[src/rtl/lcd_fb_pkg.sv]
// Shared types and sizing helpers for the LCD frame-buffer read scheduler.
package lcd_fb_pkg;

  typedef enum logic [2:0] {
    S_IDLE,
    S_FLUSH,
    S_FILL,
    S_REQ,
    S_DATA,
    S_DONE
  } state_e;

  localparam int unsigned WORD_W        = 96;
  localparam int unsigned H_WORDS_DEF   = 120;
  localparam int unsigned V_LINES_DEF   = 272;
  localparam int unsigned BURST_LEN_DEF = 8;

  localparam int unsigned FRAME_WORDS  = H_WORDS_DEF * V_LINES_DEF;
  localparam int unsigned FRAME_BURSTS = FRAME_WORDS / BURST_LEN_DEF;
  localparam int unsigned BCNT_W       = $clog2(FRAME_BURSTS + 1);

  // Same quantities for instances that override the default geometry.
  function automatic int unsigned frame_words(input int unsigned h, input int unsigned v);
    return h * v;
  endfunction

  function automatic int unsigned frame_bursts(input int unsigned words, input int unsigned burst);
    return words / burst;
  endfunction

  function automatic int unsigned bcnt_width(input int unsigned bursts);
    return $clog2(bursts + 1);
  endfunction

endpackage

[src/rtl/lcd_fb_fifo.sv]
// Prefetch FIFO: registered read port, synchronous clear, occupancy output.
module lcd_fb_fifo #(
  parameter int unsigned WIDTH = 96,
  parameter int unsigned DEPTH = 32
) (
  input  logic                       clk,
  input  logic                       rst_n,
  input  logic                       clr,
  input  logic                       push,
  input  logic [WIDTH-1:0]           wdata,
  input  logic                       pop,
  output logic [WIDTH-1:0]           rdata,
  output logic [$clog2(DEPTH+1)-1:0] level,
  output logic                       empty
);

  localparam int unsigned AW = $clog2(DEPTH);
  localparam int unsigned LW = $clog2(DEPTH + 1);

  logic [WIDTH-1:0] mem [DEPTH];
  logic [AW-1:0]    wr_ptr;
  logic [AW-1:0]    rd_ptr;
  logic [LW-1:0]    count;
  logic             do_push;
  logic             do_pop;

  assign do_push = push && !clr && (count != LW'(DEPTH));
  assign do_pop  = pop && !clr && (count != '0);
  assign level   = count;
  assign empty   = (count == '0);

  always_ff @(posedge clk) begin
    if (do_push) mem[wr_ptr] <= wdata;
  end

  // rdata only moves on a successful pop, so an empty pull repeats the last word.
  always_ff @(posedge clk or negedge rst_n) begin
    if (!rst_n) begin
      wr_ptr <= '0;
      rd_ptr <= '0;
      count  <= '0;
      rdata  <= '0;
    end else if (clr) begin
      wr_ptr <= '0;
      rd_ptr <= '0;
      count  <= '0;
    end else begin
      if (do_push) wr_ptr <= wr_ptr + 1'b1;
      if (do_pop) begin
        rd_ptr <= rd_ptr + 1'b1;
        rdata  <= mem[rd_ptr];
      end
      case ({do_push, do_pop})
        2'b10:   count <= count + 1'b1;
        2'b01:   count <= count - 1'b1;
        default: count <= count;
      endcase
    end
  end

endmodule

[src/rtl/lcd_fb_sched.sv]
// Frame-buffer read scheduler: turns LCD word pulls into SDRAM burst reads
// through a prefetch FIFO, restarting at the active buffer base on each framesync.
module lcd_fb_sched
  import lcd_fb_pkg::*;
#(
  parameter int unsigned       H_WORDS    = H_WORDS_DEF,
  parameter int unsigned       V_LINES    = V_LINES_DEF,
  parameter int unsigned       BURST_LEN  = BURST_LEN_DEF,
  parameter int unsigned       FIFO_DEPTH = 32,
  parameter int unsigned       ADDR_W     = 24,
  parameter logic [ADDR_W-1:0] FB_BASE0   = '0,
  parameter logic [ADDR_W-1:0] FB_BASE1   = ADDR_W'(24'h010000)
) (
  input  logic              clk_lcd,
  input  logic              lcd_rst_n,
  input  logic              bank_toggle,
  input  logic              lcd_framesync,
  input  logic              lcd_rden,
  output logic [WORD_W-1:0] lcd_data,
  output logic              rd_req,
  output logic [ADDR_W-1:0] rd_addr,
  input  logic              rd_ack,
  input  logic              rd_valid,
  input  logic [WORD_W-1:0] rd_data,
  output logic              bank_sel,
  output logic              underflow,
  output state_e            dbg_state
);

  localparam int unsigned N_WORDS   = frame_words(H_WORDS, V_LINES);
  localparam int unsigned N_BURSTS  = frame_bursts(N_WORDS, BURST_LEN);
  localparam int unsigned BCNT_BITS = bcnt_width(N_BURSTS);
  localparam int unsigned BEAT_BITS = $clog2(BURST_LEN + 1);
  localparam int unsigned LVL_BITS  = $clog2(FIFO_DEPTH + 1);

  if (N_WORDS % BURST_LEN != 0) begin : g_bad_burst
    $error("lcd_fb_sched: H_WORDS*V_LINES must be a multiple of BURST_LEN");
  end
  if ((FIFO_DEPTH & (FIFO_DEPTH - 1)) != 0 || FIFO_DEPTH < 2 * BURST_LEN) begin : g_bad_fifo
    $error("lcd_fb_sched: FIFO_DEPTH must be a power of 2 and at least 2*BURST_LEN");
  end

  state_e                state;
  logic [ADDR_W-1:0]     ptr;
  logic [BCNT_BITS-1:0]  bcnt;
  logic [BEAT_BITS-1:0]  beat;
  logic                  restart;
  logic                  bank_pend;
  logic                  bank_next;
  logic [LVL_BITS-1:0]   fifo_level;
  logic                  fifo_empty;
  logic                  fifo_push;
  logic                  fifo_clr;
  logic                  fifo_room;

  assign bank_next = bank_sel ^ bank_pend;
  assign fifo_clr  = (state == S_FLUSH);
  // Beats drained after a mid-burst framesync belong to the abandoned frame.
  assign fifo_push = (state == S_DATA) && rd_valid && !restart;
  assign fifo_room = (32'(fifo_level) + BURST_LEN) <= FIFO_DEPTH;
  assign dbg_state = state;

  lcd_fb_fifo #(
    .WIDTH (WORD_W),
    .DEPTH (FIFO_DEPTH)
  ) u_fifo (
    .clk   (clk_lcd),
    .rst_n (lcd_rst_n),
    .clr   (fifo_clr),
    .push  (fifo_push),
    .wdata (rd_data),
    .pop   (lcd_rden),
    .rdata (lcd_data),
    .level (fifo_level),
    .empty (fifo_empty)
  );

  always_ff @(posedge clk_lcd or negedge lcd_rst_n) begin
    if (!lcd_rst_n) begin
      state     <= S_IDLE;
      ptr       <= '0;
      bcnt      <= '0;
      beat      <= '0;
      restart   <= 1'b0;
      bank_sel  <= 1'b0;
      bank_pend <= 1'b0;
      rd_req    <= 1'b0;
      rd_addr   <= '0;
      underflow <= 1'b0;
    end else begin
      if (state == S_FLUSH)  bank_pend <= bank_toggle;
      else if (bank_toggle)  bank_pend <= ~bank_pend;

      if (lcd_rden && fifo_empty) underflow <= 1'b1;

      case (state)
        S_IDLE, S_DONE: begin
          if (lcd_framesync) state <= S_FLUSH;
        end
        S_FLUSH: begin
          bank_sel  <= bank_next;
          ptr       <= bank_next ? FB_BASE1 : FB_BASE0;
          bcnt      <= '0;
          beat      <= '0;
          restart   <= 1'b0;
          underflow <= 1'b0;
          state     <= S_FILL;
        end
        S_FILL: begin
          if (lcd_framesync) begin
            state <= S_FLUSH;
          end else if (bcnt == BCNT_BITS'(N_BURSTS)) begin
            state <= S_DONE;
          end else if (fifo_room) begin
            rd_req  <= 1'b1;
            rd_addr <= ptr;
            state   <= S_REQ;
          end
        end
        // A raised request is never withdrawn; a framesync only marks the burst for discard.
        S_REQ: begin
          if (lcd_framesync) restart <= 1'b1;
          if (rd_ack) begin
            rd_req <= 1'b0;
            ptr    <= ptr + ADDR_W'(BURST_LEN);
            bcnt   <= bcnt + 1'b1;
            beat   <= '0;
            state  <= S_DATA;
          end
        end
        S_DATA: begin
          if (lcd_framesync) restart <= 1'b1;
          if (rd_valid) begin
            if (beat == BEAT_BITS'(BURST_LEN - 1)) begin
              beat  <= '0;
              state <= (restart || lcd_framesync) ? S_FLUSH : S_FILL;
            end else begin
              beat <= beat + 1'b1;
            end
          end
        end
        default: state <= S_IDLE;
      endcase
    end
  end

endmodule

[config.mk]
export PLATFORM = sky130hd
export DESIGN_NAME = lcd_fb_sched
export DESIGN_NICKNAME = d
export VERILOG_FILES = /design/src/rtl/lcd_fb_pkg.sv /design/src/rtl/lcd_fb_fifo.sv /design/src/rtl/lcd_fb_sched.sv
export SDC_FILE = /design/constraint.sdc
export NUM_CORES = 2
export LEC_CHECK = 0
export ABC_AREA = 0
export CAP_MARGIN = 20
export CORE_MARGIN = 1.5
export CORE_UTILIZATION = 30
export CTS_BUF_LIST = sky130_fd_sc_hd__clkbuf_8
export DETAILED_ROUTE_END_ITERATION = 8
export PLACE_DENSITY = 0.5
export SETUP_SLACK_MARGIN = 0.5
export SLEW_MARGIN = 20
export SYNTH_ARGS = -nofsm -noshare
export SYNTH_HDL_FRONTEND = slang
export SYNTH_SLANG_ARGS = --single-unit
[constraint.sdc]
create_clock -name clk_lcd -period 14.6 [get_ports clk_lcd]
set_input_delay 4.38 -clock clk_lcd [delete_from_list [all_inputs] [get_ports clk_lcd]]
set_output_delay 4.38 -clock clk_lcd [all_outputs]
set_load 0.05 [all_outputs]
**Word-level counts from Yosys, hierarchy flattened**

Memory sizes are Yosys's and may differ from the RTL's. A register that Yosys moved wholly into a read port is not among the register bits.
Index checks and enable logic that the tools add are counted.

- $add $sub $neg: 8
- Order comparisons: 1
- Equal/unequal tests: 19
- Mux-type cells: 37
- Bitwise logic cells: 5
- Reductions and logical operators: 32

Operators by type and width:

| operator | count |
|---|---|
| 24-bit one-hot mux with 2 select lines | 1 |
| 24-bit by 4-bit adder with 24-bit output (second input constant) | 1 |
| 24-bit two-way mux | 1 |
| 12-bit one-hot mux with 2 select lines | 1 |
| 3-bit two-way mux | 7 |
| 5-bit two-way mux | 4 |
| 17-bit two-way mux | 1 |
| 3-bit one-hot mux with 5 select lines | 1 |
| 2-bit nonzero test | 7 |
| 12-bit by 1-bit adder with 12-bit output (second input constant) | 1 |
| 12-bit == test (second input constant) | 1 |
| 12-bit two-way mux | 1 |
| 4-bit two-way mux | 3 |
| 2-bit inequality test (second input constant) | 6 |
| 4-bit one-hot mux with 3 select lines | 1 |
| 6-bit one-hot mux with 2 select lines | 1 |
| 1-bit two-way mux | 11 |
| 5-bit by 1-bit adder with 5-bit output (second input constant) | 2 |
| 5-bit AND reduction | 2 |
| 6-bit by 4-bit adder with 7-bit output (second input constant) | 1 |
| 7-bit by 6-bit less-or-equal comparator with 1-bit output (second input constant) | 1 |
| 1-bit logical AND | 7 |
| 6-bit by 1-bit adder with 6-bit output (second input constant) | 1 |
| 3-bit by 2-bit == test with 1-bit output (second input constant) | 2 |
| other kinds (25) | 37 |

- Bits in registers: 88
- RAM bits: 3072
- Memories kept: 1

Memories:

| name | depth | width | read ports | clocked after memory_dff | write ports | RTL line | RTL |
|---|---|---|---|---|---|---|---|
| u_fifo.mem | 32 | 96 | 1 | 1 | 1 | lcd_fb_fifo.sv:20 | `logic [WIDTH-1:0] mem [DEPTH];` |

**Depth between registers and ports, before layout**

- Word-level depth: 8
- Depth in mapped cells: 12
- Mapped depth without buffers: 9

**Hierarchy**

A second synthesis with hierarchy kept.

- Cell total of the unflattened synthesis: 5270
- Area total of the unflattened synthesis: 123891.3 µm²

By module, submodules not included:

| module | instances | cells each | area an instance (µm²) | sequential area each (µm²) |
|---|---|---|---|---|
| lcd_fb_fifo | 1 | 4962 | 120673.2 | 95051.2 |
| lcd_fb_sched | 1 | 308 | 3218.1 | 1651.6 |

**Least setup slack after synthesis**

OpenSTA, ideal clock, no wires.

- Kind: input to register
- Start point: input port rd_valid
- End point: memory u_fifo.mem[29][0] (enable)
- Arrival: 9654 ps
- Data required time: 14048 ps
- Path slack: 4394 ps
- Stages: 5
- Path buffers: 1
- Cell sequence: nand4bb_1 -> a311oi_2 -> clkbuf_1 -> nand2_1 -> nor2_1

- Longest elaborated chain between the ends: 6

Ends and longest elaborated chain:

| item | RTL line | RTL |
|---|---|---|
| start, declared | lcd_fb_sched.sv:23 | `input logic rd_valid,` |
| 1-bit logical AND (2 in series) | lcd_fb_sched.sv:59 | `assign fifo_push = (state == S_DATA) && rd_valid && !restart;` |
| 1-bit logical AND (2 in series) | lcd_fb_fifo.sv:27 | `assign do_push = push && !clr && (count != LW'(DEPTH));` |
| 1-bit two-way mux | lcd_fb_fifo.sv:33 | `if (do_push) mem[wr_ptr] <= wdata;` |
| 1-bit two-way mux (not written as such) | lcd_fb_fifo.sv:33 |  |
| end, declared | lcd_fb_fifo.sv:20 |  |

Every way passes these cells.

**Worst setup path in the final report**

- Start point: input port rd_valid
- End point: memory u_fifo.mem[2][2] (enable)

The elaborated chain is that of the path after synthesis.

==> flow_summary.json <==
{
  "status": "complete, no violations",
  "timing.final.crit_share_pct": 53.7,
  "drt_wl_total_um": 341000,
  "cp-start-kind": "input port",
  "worstMarginPinSlew_ns": 1.13,
  "cts_tree": "built",
  "cts.sinks": 3250,
  "fp.dieH_um": 643,
  "clk_latency_ns": 1.16,
  "worstPathMaxFanout": 44,
  "final_antenna_net_count": 0,
  "grt_max_degree": 120,
  "power_density_nw_per_um2": 168,
  "endpoint": "u_fifo.mem[2][2]",
  "preCtsSetupSlack_ns": 5.70,
  "dp_hpwl_um": 190000,
  "yosys-top-cells-area": "edfxtp_1, mux4_2, dfrtp_1, a22oi_1, nand2_1",
  "power.leakage_nw": 44.8,
  "vias": 60600,
  "finalMaxSlewViolations": 0,
  "final_area_um2": 143000,
  "critPathCaptureType": "flop",
  "worst_slack_ns": 6.76,
  "nets": 6353,
  "cts.htree.levels": 6,
  "post_drt_wl_per_cell_um": 28.1,
  "fmax_mhz": 128,
  "min_period_ns": 7.84,
  "rsz0062_at_grt": "false",
  "first_global_vias": 63100,
  "grt_pass1_wl_um": 481000,
  "dieArea_um2": 414000,
  "reg2reg_from": "u_fifo.rd_ptr[0]",
  "hold_viol": 0,
  "netlist.area_leader.share_pct": 75.1,
  "drv_cap": 0,
  "drive_gt1_share_pct": 26.6,
  "synth-seq-area-share_pct": 78.7,
  "relSlewSlack_pct": 24.6,
  "drc_errors": 0,
  "ios": 229,
  "fin_tns_setup_ns": 0,
  "cts_setup_buffers": 0,
  "setup_viol": 0,
  "rr_endpoint": "u_fifo.rdata[56]",
  "worstSetupStartpoint": "rd_valid",
  "path_clk_slew_ns": 0.05,
  "cts_buffers": 556,
  "fin_total_pwr_mw": 24.0,
  "syn_area_per_cell_um2": 22.0,
  "place.gp.congestion": 0.751,
  "grt-ovfl-total": 0,
  "reg2reg_depth": 8,
  "viasPerCell": 5.00,
  "ys_seq_elements": 3250,
  "hp-class": "flop to flop",
  "synth_top_area_cell": "edfxtp_1",
  "hold_buffers": 0,
  "postSynthCellCount": 5584,
  "dpl_cell_area_um2": 132000,
  "start_util_pct": 30.2,
  "path_class": "input port to flop",
  "first_pass_iters": 6,
  "ys_warn_count": 0,
  "fin_skew_ns": 0.0895,
  "grt_antenna_before_repair": 23,
  "worst_ep_required_time_ns": 15.31,
  "first_iter_violations": 5749,
  "synth.distinct_cells": 66,
  "rrSetupSlack_ns": 9.09,
  "die_w_um": 643,
  "synth_edf_count": 3072,
  "clock_tree.root_cell": "clkbuf_8",
  "crit_arrival_ns": 8.55,
  "cts_buffer_depth": 4,
  "nFillCells": 37900,
  "ir_worst_vdd_uv": 126,
  "coreArea_um2": 407000,
  "fp-row-count": 234,
  "yosys_most_used_dff": "edfxtp_1",
  "ctsResizeCount": 0,
  "syn_area_um2": 123000,
  "port_buffers": 225,
  "syn2layout_area_growth_pct": 16.0,
  "synthArstFlopShare_pct": 5.48,
  "grt_usage_pct": 16.1
}
==> per-stage QoR <==
step / hold WS (ns) / std cells / utilization, %
floorplan: 0.460 / 5586 / -
global placement: 0.464 / 11100 / 32.5
detailed placement: 0.469 / 11100 / 32.5
CTS: 0.481 / 12100 / 35.0
global route: 0.500 / 12100 / 35.0
finish: 0.474 / 12100 / 35.0
==> layout by cell type (no fill, tap or decap), drive strengths merged, types with 36 or more instances in the layout <==
cell type | synthesis | final
clkbuf | 160 | 573
clkdlybuf4s50 | 0 | 195
a22oi | 273 | 273
a21oi | 151 | 151
o21ai | 110 | 110
inv | 10 | 250
mux4 | 768 | 768
o22ai | 113 | 113
buf | 170 | 228
edfxtp | 3072 | 3072
dfrtp | 178 | 178
or4 | 36 | 36
nand2 | 224 | 224
nor2 | 72 | 72
clkinv | 1 | 165
==> critical path, cell delays in order <==
cell and delay, ns:
clkdlybuf4s50_1 0.53, nand4bb_1 0.30, a311oi_2 0.35, buf_4 0.33, nand2_1 0.51, nor2_4 0.52
buf_4 0.82, buf_4 0.74
==> kinds of logic (layout without fill, tap and decap cells) <==
| logic type | after synthesis | after routing | share of synthesized area, % |
|---|---|---|---|
| flip-flops | 3250 | 3250 | 78.7 |
| multiplexers | 794 | 794 | 14.3 |
| AO/OA/AOI/OAI | 727 | 727 | 3.83 |
| AND/OR/NAND/NOR | 447 | 447 | 1.72 |
| buffers and inverters | 341 | 1437 | 1.25 |
| adder cells (fa/ha/maj) | 13 | 13 | 0.132 |
| XOR/XNOR | 11 | 11 | 0.0784 |
| other | 1 | 13 | 0.00305 |
==> power breakdown <==
group          switching (mW)  total (mW)  internal [mW]
registers               0.229        10.6           10.4
logic                    3.45        5.69           2.24
clock network            3.78        7.66           3.88
total                    7.46        24.0           16.5
==> worst min-delay path by stage <==
stage / end / cells after the start / start
final: u_fifo.rdata[73] / 2 / u_fifo.rdata[73]
after global routing: u_fifo.rdata[73] / 2 / u_fifo.rdata[73]
after CTS: u_fifo.rdata[73] / 2 / u_fifo.rdata[73]
after detailed placement: u_fifo.rdata[73] / 2 / u_fifo.rdata[73]
after global placement: u_fifo.rdata[14] / 2 / u_fifo.rdata[14]
after floorplan: beat[3] / 1 / beat[3]
==> metal layers <==
| metal | vias up | share of wire (%) | track usage (%) | routed length [um] |
|---|---|---|---|---|
| met2 | 1906 | 49 | 26.9 | 168000 |
| li1 | 25100 | - | - | - |
| met5 | - | 0.020 | 0 | 67 |
| met1 | 33000 | 43 | 22.0 | 148000 |
| met4 | 10 | 2.0 | 3.82 | 6740 |
| met3 | 475 | 5.2 | 2.46 | 17900 |
==> synth_stat cells (3+ instances only) <==
master	count
edfxtp_1	3072
mux4_2	768
a22oi_1	273
nand2_1	224
dfrtp_1	178
clkbuf_1	160
a21oi_1	151
o22ai_1	113
o21ai_0	110
buf_2	99
nor2_1	72
buf_1	42
or4_1	36
buf_4	24
mux2_2	23
nand3_1	23
nand4_1	20
nor3_1	15
a31oi_1	14
ha_1	13
a31o_2	11
and3_1	11
o31ai_1	11
inv_1	10
and4_1	7
o21a_1	6
xor2_1	6
a41oi_1	5
buf_6	5
nand3b_1	5
nor4_1	5
or3_1	5
xnor2_1	5
a211oi_1	4
nand2b_1	4
o211ai_1	4
mux2i_1	3
nor2b_1	3
o31a_1	3
or2_2	3
==> sequential cells by signal, summed over array words and instances, names as in the netlist, 3 cells and up <==
register       count
u_fifo.rdata      96
ptr               21
u_fifo.level       6
beat               4
u_fifo.wr_ptr      5
rd_addr           21
dbg_state          3
bcnt              12
u_fifo.rd_ptr      5
u_fifo.mem      3072
==> layout make-up <==
type	count	area (um^2)	area share (%)
antenna	10	25.0	0.0176
clock buffer	573	7890	5.53
clock inverter	430	2340	1.64
inverter	11	41.3	0.0290
multi-input combinational	1995	25000	17.5
sequential	3250	96700	67.9
tap	5428	6790	4.76
timing repair buffer	423	3760	2.64
(Power assumes the default switching activity.)
